File: src/rtl/cpu_pkg.sv
// Purpose: shared widths, halt opcode and fetch FSM state type for the fetch slice.
// Latency: n/a (types and constants only).
// Backpressure: n/a.
//
// Contents: ADDR_W / INST_W / OPC_W widths, HALT_OPCODE, fetch_state_e,
// opcode_of() and is_halt() helpers used by the fetch unit.
package cpu_pkg;

    localparam int ADDR_W = 64;
    localparam int INST_W = 32;
    localparam int OPC_W  = 11;

    // Top eleven instruction bits of the halt encoding.
    localparam logic [OPC_W-1:0]  HALT_OPCODE = 11'h7FF;

    // Instructions are fixed-size, word aligned.
    localparam logic [ADDR_W-1:0] INST_BYTES  = 64'd4;

    typedef enum logic [2:0] {
        IDLE   = 3'd0,
        ISSUE  = 3'd1,
        WAIT   = 3'd2,
        HOLD   = 3'd3,
        HALTED = 3'd4
    } fetch_state_e;

    // Opcode field that feeds the control decoder.
    function automatic logic [OPC_W-1:0] opcode_of(input logic [INST_W-1:0] inst);
        return inst[INST_W-1 -: OPC_W];
    endfunction

    function automatic logic is_halt(input logic [INST_W-1:0] inst);
        return opcode_of(inst) == HALT_OPCODE;
    endfunction

endpackage

File: src/rtl/cpu_fetch_if.sv
// Purpose: bundles the fetch unit's memory, decode and redirect signals.
// Latency: n/a (wiring only).
// Backpressure: decode stalls fetch via id_ready; memory returns via imem_valid.
//
// master = fetch unit side, slave = memory / decode / branch side.
//   imem_req/imem_addr   : one-cycle fetch request and its address
//   imem_valid/imem_rdata: returned instruction word strobe and data
//   inst_out/inst31_21/inst_valid/pc_out/id_ready : held instruction to decode
//   br_taken/br_target   : single-cycle redirect from branch resolution
//   halted               : sticky halt indication
interface cpu_fetch_if;
    import cpu_pkg::*;

    logic                 imem_req;
    logic [ADDR_W-1:0]    imem_addr;
    logic                 imem_valid;
    logic [INST_W-1:0]    imem_rdata;

    logic [INST_W-1:0]    inst_out;
    logic [OPC_W-1:0]     inst31_21;
    logic                 inst_valid;
    logic                 id_ready;
    logic [ADDR_W-1:0]    pc_out;

    logic                 br_taken;
    logic [ADDR_W-1:0]    br_target;

    logic                 halted;

    modport master (
        output imem_req, imem_addr,
        input  imem_valid, imem_rdata,
        output inst_out, inst31_21, inst_valid, pc_out,
        input  id_ready,
        input  br_taken, br_target,
        output halted
    );

    modport slave (
        input  imem_req, imem_addr,
        output imem_valid, imem_rdata,
        input  inst_out, inst31_21, inst_valid, pc_out,
        output id_ready,
        output br_taken, br_target,
        input  halted
    );

endinterface

File: src/rtl/cpu_pc_reg.sv
// Purpose: program counter register with +4 increment and branch redirect mux.
// Latency: 1 cycle from redirect/advance to pc; pc_nxt is the same-cycle next value.
// Backpressure: none; holds its value unless redirect or advance is asserted.
//
// Ports: clk, rst_n, redirect + target (highest priority, low two bits cleared),
// advance (step to next sequential instruction), pc (current), pc_nxt (next).
module cpu_pc_reg
    import cpu_pkg::*;
#(
    parameter logic [ADDR_W-1:0] RESET_PC = '0
) (
    input  logic              clk,
    input  logic              rst_n,
    input  logic              redirect,
    input  logic [ADDR_W-1:0] target,
    input  logic              advance,
    output logic [ADDR_W-1:0] pc,
    output logic [ADDR_W-1:0] pc_nxt
);

    // Sequential step relies on natural 64-bit wrap past the top of memory.
    always_comb begin
        pc_nxt = pc;
        if (redirect) begin
            pc_nxt = {target[ADDR_W-1:2], 2'b00};
        end else if (advance) begin
            pc_nxt = pc + INST_BYTES;
        end
    end

    always_ff @(posedge clk or negedge rst_n) begin
        if (!rst_n) begin
            pc <= RESET_PC;
        end else begin
            pc <= pc_nxt;
        end
    end

endmodule

File: src/rtl/cpu_fetch.sv
// Purpose: single-outstanding instruction fetch FSM feeding the decode stage.
// Latency: ISSUE -> WAIT (>=1 cycle of memory latency) -> HOLD; best case one instruction per 3-4 cycles.
// Backpressure: HOLD keeps inst_out/pc_out/inst_valid until id_ready; no new request is made meanwhile.
//
// Ports: clk, rst_n (async, active low), bus (cpu_fetch_if.master) carrying the
// memory request/return, decode handshake, branch redirect and halted flag.
// All outputs are registered.
module cpu_fetch
    import cpu_pkg::*;
#(
    parameter logic [ADDR_W-1:0] RESET_PC = 64'h0
) (
    input  logic        clk,
    input  logic        rst_n,
    cpu_fetch_if.master bus
);

    fetch_state_e       state;
    logic               squash;
    logic               req_q;
    logic [ADDR_W-1:0]  addr_q;
    logic [INST_W-1:0]  inst_q;
    logic [ADDR_W-1:0]  pc_out_q;
    logic               inst_vld_q;
    logic               halted_q;

    logic [ADDR_W-1:0]  pc;
    logic [ADDR_W-1:0]  pc_nxt;
    logic               redirect;
    logic               advance;
    logic               take_data;

    // A halted core no longer follows branches.
    assign redirect  = bus.br_taken && (state != HALTED);

    // Returned word is kept only if no redirect has made it stale.
    assign take_data = (state == WAIT) && bus.imem_valid && !squash && !bus.br_taken;
    assign advance   = take_data;

    cpu_pc_reg #(
        .RESET_PC (RESET_PC)
    ) u_pc_reg (
        .clk      (clk),
        .rst_n    (rst_n),
        .redirect (redirect),
        .target   (bus.br_target),
        .advance  (advance),
        .pc       (pc),
        .pc_nxt   (pc_nxt)
    );

    always_ff @(posedge clk or negedge rst_n) begin
        if (!rst_n) begin
            state      <= IDLE;
            squash     <= 1'b0;
            req_q      <= 1'b0;
            addr_q     <= '0;
            inst_q     <= '0;
            pc_out_q   <= '0;
            inst_vld_q <= 1'b0;
            halted_q   <= 1'b0;
        end else begin
            // Request is a pulse: only the cycle spent in ISSUE sees it high.
            req_q <= 1'b0;

            unique case (state)
                IDLE: begin
                    // The first request uses the pc as it stands now; a
                    // coincident redirect makes that fetch stale.
                    state  <= ISSUE;
                    req_q  <= 1'b1;
                    addr_q <= pc;
                    squash <= bus.br_taken;
                end

                ISSUE: begin
                    // Address was latched on entry, so a redirect here only
                    // moves the pc and marks the in-flight fetch stale.
                    state <= WAIT;
                    if (bus.br_taken) begin
                        squash <= 1'b1;
                    end
                end

                WAIT: begin
                    if (bus.imem_valid) begin
                        if (bus.br_taken || squash) begin
                            // Drop the word and refetch from the (new) pc.
                            squash <= 1'b0;
                            state  <= ISSUE;
                            req_q  <= 1'b1;
                            addr_q <= pc_nxt;
                        end else begin
                            inst_q     <= bus.imem_rdata;
                            pc_out_q   <= pc;
                            inst_vld_q <= 1'b1;
                            state      <= HOLD;
                        end
                    end else if (bus.br_taken) begin
                        squash <= 1'b1;
                    end
                end

                HOLD: begin
                    // Redirect wins over the handshake; either way the held
                    // word is gone after this edge.
                    if (bus.br_taken || bus.id_ready) begin
                        inst_vld_q <= 1'b0;
                        if (!bus.br_taken && is_halt(inst_q)) begin
                            state    <= HALTED;
                            halted_q <= 1'b1;
                        end else begin
                            state  <= ISSUE;
                            req_q  <= 1'b1;
                            addr_q <= pc_nxt;
                        end
                    end
                end

                HALTED: begin
                    // Terminal until reset.
                    state <= HALTED;
                end

                default: begin
                    state <= IDLE;
                end
            endcase
        end
    end

    assign bus.imem_req   = req_q;
    assign bus.imem_addr  = addr_q;
    assign bus.inst_out   = inst_q;
    assign bus.inst31_21  = opcode_of(inst_q);
    assign bus.inst_valid = inst_vld_q;
    assign bus.pc_out     = pc_out_q;
    assign bus.halted     = halted_q;

endmodule

File: src/flat_wrapper.sv
// flat-port wrapper written by rule: the top's interface ports become plain ports
module cpu_fetch_flat import cpu_pkg::*;
#(
    parameter logic [ADDR_W-1:0] RESET_PC = 64'h0
)
  (clk, rst_n, bus_imem_req, bus_imem_addr, bus_imem_valid, bus_imem_rdata, bus_inst_out, bus_inst31_21, bus_inst_valid, bus_pc_out, bus_id_ready, bus_br_taken, bus_br_target, bus_halted);
  cpu_fetch_if bus_i ();
  input  logic clk;
  input  logic rst_n;
  output wire logic [$bits(bus_i.imem_req)-1:0] bus_imem_req;
  output wire logic [$bits(bus_i.imem_addr)-1:0] bus_imem_addr;
  input wire logic [$bits(bus_i.imem_valid)-1:0] bus_imem_valid;
  input wire logic [$bits(bus_i.imem_rdata)-1:0] bus_imem_rdata;
  output wire logic [$bits(bus_i.inst_out)-1:0] bus_inst_out;
  output wire logic [$bits(bus_i.inst31_21)-1:0] bus_inst31_21;
  output wire logic [$bits(bus_i.inst_valid)-1:0] bus_inst_valid;
  output wire logic [$bits(bus_i.pc_out)-1:0] bus_pc_out;
  input wire logic [$bits(bus_i.id_ready)-1:0] bus_id_ready;
  input wire logic [$bits(bus_i.br_taken)-1:0] bus_br_taken;
  input wire logic [$bits(bus_i.br_target)-1:0] bus_br_target;
  output wire logic [$bits(bus_i.halted)-1:0] bus_halted;
  assign bus_imem_req = bus_i.imem_req;
  assign bus_imem_addr = bus_i.imem_addr;
  assign bus_i.imem_valid = bus_imem_valid;
  assign bus_i.imem_rdata = bus_imem_rdata;
  assign bus_inst_out = bus_i.inst_out;
  assign bus_inst31_21 = bus_i.inst31_21;
  assign bus_inst_valid = bus_i.inst_valid;
  assign bus_pc_out = bus_i.pc_out;
  assign bus_i.id_ready = bus_id_ready;
  assign bus_i.br_taken = bus_br_taken;
  assign bus_i.br_target = bus_br_target;
  assign bus_halted = bus_i.halted;
  cpu_fetch #(.RESET_PC(RESET_PC)) u_core (.clk(clk), .rst_n(rst_n), .bus(bus_i));
endmodule
File: config.mk
export PLATFORM = sky130hd
export DESIGN_NAME = cpu_fetch_flat
export DESIGN_NICKNAME = d
export VERILOG_FILES = /design/src/rtl/cpu_pkg.sv /design/src/rtl/cpu_fetch_if.sv /design/src/rtl/cpu_pc_reg.sv /design/src/rtl/cpu_fetch.sv /design/src/flat_wrapper.sv
export SDC_FILE = /design/constraint.sdc
export NUM_CORES = 1
export LEC_CHECK = 0
export ABC_AREA = 1
export CAP_MARGIN = 40
export CORE_MARGIN = 8
export CORE_UTILIZATION = 51
export DETAILED_ROUTE_END_ITERATION = 7
export PLACE_DENSITY = 0.82
export SYNTH_ARGS = -nofsm -noshare
export SYNTH_HDL_FRONTEND = slang
export SYNTH_SLANG_ARGS = --single-unit
File: constraint.sdc
create_clock -name clk -period 1.9 [get_ports clk]
set_input_delay 0.38 -clock clk [delete_from_list [all_inputs] [get_ports clk]]
set_output_delay 0.38 -clock clk [all_outputs]
set_load 0.005 [all_outputs]
Word level (Yosys, flattened, before mapping) --
Cells that the tools add are included.
Cells by class: $add $sub $neg 1, eq/ne operators 12, mux-type cells 25, bitwise operators 1, reduce and logical (&&, ||, !) cells 19
Operator list (number):
- two-way mux 64 bit | 6
- case mux 64 bit (3 select lines) | 1
- adder 64 x 3 -> 64 bit (second input constant) | 1
- case mux 3 bit (5 select lines) | 1
- equality test 11 bit (second input constant) | 1
- two-way mux 1 bit | 10
- two-way mux 3 bit | 3
- != test 2 bit (second input constant) | 4
- equality test 3 x 2 -> 1 bit (second input constant) | 2
- != test 3 bit (second input constant) | 2
- case mux 1 bit (3 select lines) | 2
- AND reduction 3 bit | 2
- nonzero test 3 bit | 2
- logical AND 1 bit | 5
- AND reduction 5 bit | 1
- AND reduction 2 bit | 2
- AND reduction 4 bit | 1
- equality test 3 x 1 -> 1 bit (second input constant) | 1
- equality test 3 bit (second input constant) | 1
- zero test 3 bit | 1
- zero test 1 bit | 2
- logical OR 1 bit | 2
- two-way mux 2 bit | 1
- != test 2 x 1 -> 1 bit (second input constant) | 1
- other kinds (3) | 3
Word-level totals: register bits after elaboration 231, bits of input ports 101, output and inout bits 174, word-level logic and storage cells 67

Depth between registers and ports, before layout --
Gate-level depths: netlist of the first run.
word-level depth 9, gate-level depth with buffers 13, depth with buffers taken out 13

By module --
A second synthesis of the first run with hierarchy kept.
Unflattened totals: cells, all modules 1625, area total of the unflattened synthesis 11928.9 µm²
Modules (own cells, without submodules):
- cpu_fetch | instances 1, cells each 953, area an instance 7455.9 µm², seq. area each 4179.0 µm²
- cpu_pc_reg | instances 1, cells each 672, area an instance 4473.0 µm², seq. area each 1601.5 µm²

Least setup slack after synthesis of the first run --
Ideal clock, no wire load.
path kind register -> register, from reg u_core.u_pc_reg.pc[2], to reg u_core.addr_q[40], in the netlist u_core.bus.imem_addr[40], setup time 0.117 ns, arrival time 1.527 ns, data required time 1.783 ns, slack 0.256 ns, stages on the path, launching flop included 11, path buffers 0, period minus slack after synthesis 1.644 ns, cells stage by stage dfrtp_1 ha_1 inv_1 nor3_2 nand2_1 nor2_2 nand4_1 nand3_1 nand3_1 nand3_1 nand2_1
On the way: word-level cells in the longest chain between the ends 6, elaborated cells between the ends (all ways) 8, those cells by class add/sub (1); mux (7)
Ends and longest elaborated chain:
- from (decl) | line cpu_pc_reg.sv:17 | output logic [ADDR_W-1:0] pc,
- from (signal assigned) | line cpu_pc_reg.sv:35 | pc <= pc_nxt;
- adder 64 x 3 -> 64 bit (*) | line cpu_pc_reg.sv:27 | pc_nxt = pc + INST_BYTES;
- two-way mux 64 bit (*) | line cpu_pc_reg.sv:26 | end else if (advance) begin
- two-way mux 64 bit (*) | line cpu_pc_reg.sv:24 | if (redirect) begin
- two-way mux 64 bit, on equally long branches | line cpu_fetch.sv:109, cpu_fetch.sv:87
- two-way mux 64 bit, on equally long branches | line cpu_fetch.sv:107, cpu_fetch.sv:86
- case mux 64 bit (3 select lines) (*) | line cpu_fetch.sv:66 | unique case (state)
- to (signal assigned) | line cpu_fetch.sv:72 | addr_q <= pc;
- to (signal assigned) | line cpu_fetch.sv:92 | addr_q <= pc_nxt;
- to (signal assigned) | line cpu_fetch.sv:115 | addr_q <= pc_nxt;
- to (decl) | line cpu_fetch.sv:21 | logic [ADDR_W-1:0] addr_q;
Mark *: on every way between the ends. The rest lies on a longest branch, timed or not. The select of a mux whose other input is x is not followed. A chain may end at the register's enable or synchronous reset.

Final worst setup path of the first run --
from reg u_core.u_pc_reg.pc[10], to reg u_core.addr_q[25], in the netlist u_core.bus.imem_addr[25]
The elaborated chain is that of the path after synthesis.

==> results of run 1 <==
## sequential cells by signal, summed over array words and instances (netlist names), 3 cells and up
| register | cells |
|---|---|
| u_core.bus.imem_addr | 64 |
| u_core.bus.pc_out | 64 |
| u_core.u_pc_reg.pc | 64 |
| u_core.bus.inst_out | 32 |
| u_core.state | 3 |
## placed cells by master, fill, tap and decap left out, types with 3 or more instances in the layout
cell type / n
nand3_2: 34
dfrtp_1: 226
inv_4: 3
nor2_1: 82
clkbuf_8: 5
nand2_8: 3
nand4_1: 12
and2_1: 3
clkbuf_1: 6
nand2_2: 28
o21ai_1: 22
clkbuf_16: 28
inv_2: 8
nand2_4: 4
clkinv_2: 5
o211ai_1: 11
a21oi_1: 59
nor3_1: 4
nand3_4: 5
nand3_1: 96
nand2_1: 583
buf_6: 16
nor2_4: 22
inv_1: 109
buf_12: 20
clkdlybuf4s50_1: 267
nor2_2: 29
dfrtp_2: 5
a21oi_2: 16
o21ai_0: 89
buf_4: 159
xor2_1: 7
## how the worst min path moves through the flow
stage | from | endpoint | slack (ns) | depth (start not counted)
2_1_floorplan | rst_n | u_core.bus.halted$_DFFE_PN0P_ | 0.08 | 0
3_3_place_gp | rst_n | u_core.bus.pc_out[38]$_DFFE_PN0P_ | 0.34 | 1
3_5_place_dp | rst_n | u_core.bus.pc_out[37]$_DFFE_PN0P_ | 0.34 | 1
4_1_cts | rst_n | u_core.bus.pc_out[39]$_DFFE_PN0P_ | 0.38 | 2
5_1_grt | rst_n | u_core.bus.pc_out[36]$_DFFE_PN0P_ | 0.40 | 2
6_report | rst_n | u_core.bus.pc_out[37]$_DFFE_PN0P_ | 0.39 | 2
## report_power, final
group          switching (uW)  leakage [uW]  internal [uW]  total [uW]
clock                    2000      0.000399           2880        4880
combinational             209       0.00583            291         500
sequential               21.5       0.00264           4950        4970
## worst register-to-register path: cells and delay by family (launching register included)
kind	cells	cell delay, ns
simple gates	10	1.29
flops	1	0.41
buf+inv	1	0.15
compound gates	1	0.11
## per-stage QoR
stage	total power (uW)	utilization
floorplan	5115	-
global placement	5546	0.7016
detailed placement	5551	0.7016
CTS	10390	0.7448
global route	10630	0.7791
finish	10350	0.7791
## area by class of cell
class	count	area [um^2]	area share
clock inverter	8	92.59	0.005281
sequential	231	5787	0.3301
inverter	122	465.4	0.02655
clock buffer	36	716.9	0.04089
multi-input combinational	1125	5510	0.3143
timing repair buffer	472	4604	0.2626
tap	285	356.6	0.02034
## per-layer routing
metal  wire length (um)  track usage  vias to the layer above
met5                  9            0                        -
met4               1463      0.09518                        2
met3               4346      0.06501                      112
met2              21110       0.4894                      709
met1              17810       0.3870                     6058
li1                   -            -                     5778
## repair_timing
action                     CTS  global route
gates cloned                 0             5
setup buffers               10            22
pin swaps                    9            48
gates resized for setup     28           144
hold buffers                 1             0
hold endpoints to repair    46             0
setup endpoints to repair   41            71
## cells by family after synthesis
family          Yosys count  synth area share
simple gates            911            0.3300
compound gates          205           0.09244
buf+inv                 196           0.07225
flops                   231            0.4989
xor+xnor                  7          0.005292
fa+ha+maj                 1          0.001080
==> impl_metrics.ini, run 1 <==
[sta]
fmax_mhz = 483.6
rsz0062_at_grt = yes
setup_ws_ns = -0.1679
hold_violations = 0
whs_ns = 0.3863
finClkSkew_ns = 0.01221
setup_viol = 18
fin_setup_tns_ns = -0.8854
min_period_ns = 2.068
timing.final.max_slew_violations = 0
worst_pin_slew_ns = 0.7198
fin_crit_sh = 1.088
relSlewSlack = 0.5201

[placement]
post-dp-hpwl_um = 31680
place_inst = 2198
io_buffers = 272
place_area_mm2 = 0.01579
dp_slack_ns = -0.5333
gp_congestion = 1.003

[global_route]
antenna_found_initial = 1
grt_max_degree = 80
grt_pass1_vias = 12480
grtUsageTotal = 0.2976
grt_pass1_wl_um = 67160
grt_overflow = 0

[finish]
num_antenna_cells = 0
layoutNonFillerInstCount = 2279
final_area_mm2 = 0.01753
drive_gt1_frac = 0.2026
layout.nets = 2079
syn2layout_area_growth_pct = 51.33
nFillCells = 1575

[floorplan]
fp.dieW_um = 166.7
ios = 275
coreArea_mm2 = 0.02250
fp.dieArea_mm2 = 0.02780
start_util = 0.5149
die_y_um = 166.7
rows = 55

[logic_synthesis]
synth_commonest_cells = nand2_1 (607), dfrtp_1 (231), nand3_1 (129)
synth_area_per_cell_um2 = 7.470
syn_inst = 1551
synth_top_area_share = 0.4989
dominantRegCellSynth = dfrtp_1
ys_types = 37
synth_area_mm2 = 0.01159
yosysMostFrequentCell = nand2_1
ys_async_sr_fraction = 1.000
ys_top_cells_by_area = dfrtp_1 (50%), nand2_1 (20%), nand3_1 (5.6%)
ys_seq_elements = 231
seq_area_frac_synth = 0.4989
synth-edff-count = 0
yosysTopAreaCell = dfrtp_1
yosys_warnings = 0
syn_nets = 1653

[critical_path]
cp_top_family = simple AND/OR/NAND/NOR gates
startpoint_type = flop
cp_slowest_cell = dfrtp_1
crit_start = u_core.u_pc_reg.pc[10]$_DFF_PN0_
crit_end = u_core.bus.imem_addr[25]$_DFFE_PN0P_
critPathKind = reg2reg
crit_chain = nand2_1 > nor2_1 > nand2_1 > nor2_4 > nand2_4 > nor2_4 > buf_12 > nand2_1 > nand3_1 > o211ai_1 > nand2_1 > nand2_1
timing.rr.end = u_core.bus.imem_addr[25]$_DFFE_PN0P_
crit_arrival_ns = 2.48
path_buf_inv = 1
cp-end-kind = flop
critical_path.max_stage_delay_ns = 0.41
worst-path-stages = 12
cp_common_cell = nand2_1
reg2reg_from = u_core.u_pc_reg.pc[10]$_DFF_PN0_
required_ns = 2.31
rrSetupSlack_ns = -0.17
reg2reg_depth = 12
path_max_fanout = 7

[worst_hold_path]
hp-class = in2async

[job]
maxCapViolations = 0

[clocking]
cts_tree = yes
clk_path_buf_depth = 3
cts_max_level = 1
cts_buffers = 25
clk_pin_slew_worst_paths_ns = 0.06
numClockSinks = 231
cts-root-buf = clkbuf_16
clk_latency_ns = 0.52

[route]
via_count = 12660
drt_iter0_drc = 1557
ant_nets = 0
drc = 0
avgRoutedWirePerCell_um = 19.63
first_pass_iters = 5
vias_per_cell = 5.555
wl_um = 44740

[status]
violations = setup timing
outcome = finished, violations left

[power_and_ir_drop]
peakVddDrop_mv = 0.5826
p_per_area_mw_per_mm2 = 590.4
p_leak_uw = 0.008870
No activity file was read; power rests on OpenSTA's default activity.
==> run 2: changes to the inputs <==
--- a/config.mk
+++ b/config.mk
@@ -11,6 +11,7 @@
 export CORE_UTILIZATION = 51
 export DETAILED_ROUTE_END_ITERATION = 7
 export PLACE_DENSITY = 0.82
+export RECOVER_POWER = 50
 export SYNTH_ARGS = -nofsm -noshare
 export SYNTH_HDL_FRONTEND = slang
 export SYNTH_SLANG_ARGS = --single-unit
==> run 2 against run 1 <==
Net effect:
- the flow still finishes with violations (setup timing)
- cell area decreased by 0.28%
- flip-flop and latch count unchanged
- register-to-register slack about the same
- count of clock-buffer cells in the layout unchanged
- cell count unchanged
- sequential power about the same
- total power decreased by 0.19%
- clock skew decreased by 0.00082 ns
- largest power group unchanged
==> impl_metrics.ini, run 2 (synthesis gave the netlist of run 1 again) <==
[global_route]
grtUsageMet2 = 0.4894
antenna_found_initial = 1
grtUsageMet3 = 0.06501
grtUsageTotal = 0.2976
grt_overflow = 0
grt_busiest_layer = met2
grt_pass1_vias = 12480
grt_max_degree = 80
grt_pass1_wl_um = 67160
met1_usage = 0.3870

[floorplan]
coreArea_mm2 = 0.02250
rows = 55
ios = 275
die_y_um = 166.7
start_util = 0.5149
fp.dieArea_mm2 = 0.02780
fp.dieW_um = 166.7

[route]
avgRoutedWirePerCell_um = 19.63
drc = 0
ant_nets = 0
first_pass_iters = 6
drt_iter0_drc = 1564
wl_um = 44740
vias_per_cell = 5.541
via_count = 12630

[placement]
post-dp-hpwl_um = 31680
gp_congestion = 1.003
io_buffers = 272
place_inst = 2198
dp_slack_ns = -0.5333

[clocking]
cts-root-buf = clkbuf_16
cts_max_level = 1
clk_path_buf_depth = 3
clk_latency_ns = 0.52
cts_tree = yes
cts_buffers = 25
clk_pin_slew_worst_paths_ns = 0.06
numClockSinks = 231

[sta]
fmax_mhz = 485.4
finClkSkew_ns = 0.01138
min_period_ns = 2.060
hold_violations = 0
whs_ns = 0.3984
rsz0062_at_grt = yes
fin_setup_tns_ns = -0.8157
setup_viol = 19
worst_pin_slew_ns = 1.257
relSlewSlack = 0.1623
fin_crit_sh = 1.084
setup_ws_ns = -0.1601
timing.final.max_slew_violations = 0

[critical_path]
crit_arrival_ns = 2.47
path_max_fanout = 7
required_ns = 2.31
critPathKind = reg2reg
cp-end-kind = flop
startpoint_type = flop

[finish]
drive_gt1_frac = 0.2026
syn2layout_area_growth_pct = 50.91
layoutNonFillerInstCount = 2279
layout_common_cells = nand2_1 (583), clkdlybuf4s50_1 (267), dfrtp_1 (226)
final_common_cell = nand2_1
layout.nets = 2079
nFillCells = 1584
num_antenna_cells = 0

[worst_hold_path]
hp-class = in2reg

[status]
outcome = finished, violations left
violations = setup timing

[job]
maxCapViolations = 0

[power_and_ir_drop]
power_uw = 10330
p_per_area_mw_per_mm2 = 590.9
peakVddDrop_mv = 0.5826
p_leak_uw = 0.008852
[run 2: cell counts in the layout (fill, tap and decap cells not counted)]
No cell type changed its count.
[run 2: layout make-up]
type / instances / area (um^2) / share of cell area
clock buffer: 36 / 716.9 / 0.04100
clock inverter: 8 / 92.59 / 0.005296
inverter: 122 / 465.4 / 0.02662
multi-input combinational: 1125 / 5510 / 0.3152
sequential: 231 / 5787 / 0.3310
tap: 285 / 356.6 / 0.02039
timing repair buffer: 472 / 4556 / 0.2606
[run 2: final timing paths]
| path | from | to | slack, ns | cells after the start |
|---|---|---|---|---|
| worst min register to register | u_core.bus.inst_out[9]$_DFFE_PN0P_ | u_core.bus.inst_out[9]$_DFFE_PN0P_ | 0.47 | 2 |
| max in group asynchronous | rst_n | u_core.bus.pc_out[35]$_DFFE_PN0P_ | 0.24 | 3 |
| worst max register to register | u_core.u_pc_reg.pc[10]$_DFF_PN0_ | u_core.bus.imem_addr[25]$_DFFE_PN0P_ | -0.16 | 12 |
| worst max-delay path | u_core.u_pc_reg.pc[10]$_DFF_PN0_ | u_core.bus.imem_addr[25]$_DFFE_PN0P_ | -0.16 | 12 |
| min in group asynchronous | rst_n | u_core.bus.pc_out[37]$_DFFE_PN0P_ | 0.68 | 2 |
| worst min-delay path | bus_imem_rdata[20] | u_core.bus.inst_out[20]$_DFFE_PN0P_ | 0.40 | 3 |
[run 2: metal layers]
metal,vias up,part of all wire
met1,6054,0.40
li1,5783,-
met2,682,0.47
met3,108,0.095
met5,-,0.00020
met4,2,0.032
[run 2: per-stage QoR]
stage	area (um^2)	util
after detailed placement	15790	0.7016
after CTS	16760	0.7448
after floorplan	11590	-
after global routing	17480	0.7770
final	17480	0.7770
after global placement	15790	0.7016
[run 2: what timing repair did]
action | CTS | global route
resized for setup | 28 | 144
buffers inserted | 10 | 22
hold endpoints to repair | 46 | 0
hold buffers | 1 | 0
endpoints found under the setup margin | 41 | 71
gates cloned | 0 | 5
pin swaps | 9 | 48
[run 2: critical path, cell delays in order, from the launching register on]
cell and delay, ns:
dfrtp_1 0.41, nand2_1 0.12, nor2_1 0.21, nand2_1 0.13, nor2_4 0.24, nand2_4 0.09
nor2_4 0.13, buf_12 0.15, nand2_1 0.07, nand3_1 0.12, o211ai_1 0.11, nand2_1 0.11
nand2_1 0.05
[run 2: power by group]
part,leakage [uW],internal [uW],switching [uW],total [uW]
sequential,0.00264,4950,21.4,4970
clock,0.000399,2880,2000,4880
combinational,0.00581,280,206,486
total,0.00885,8110,2230,10300
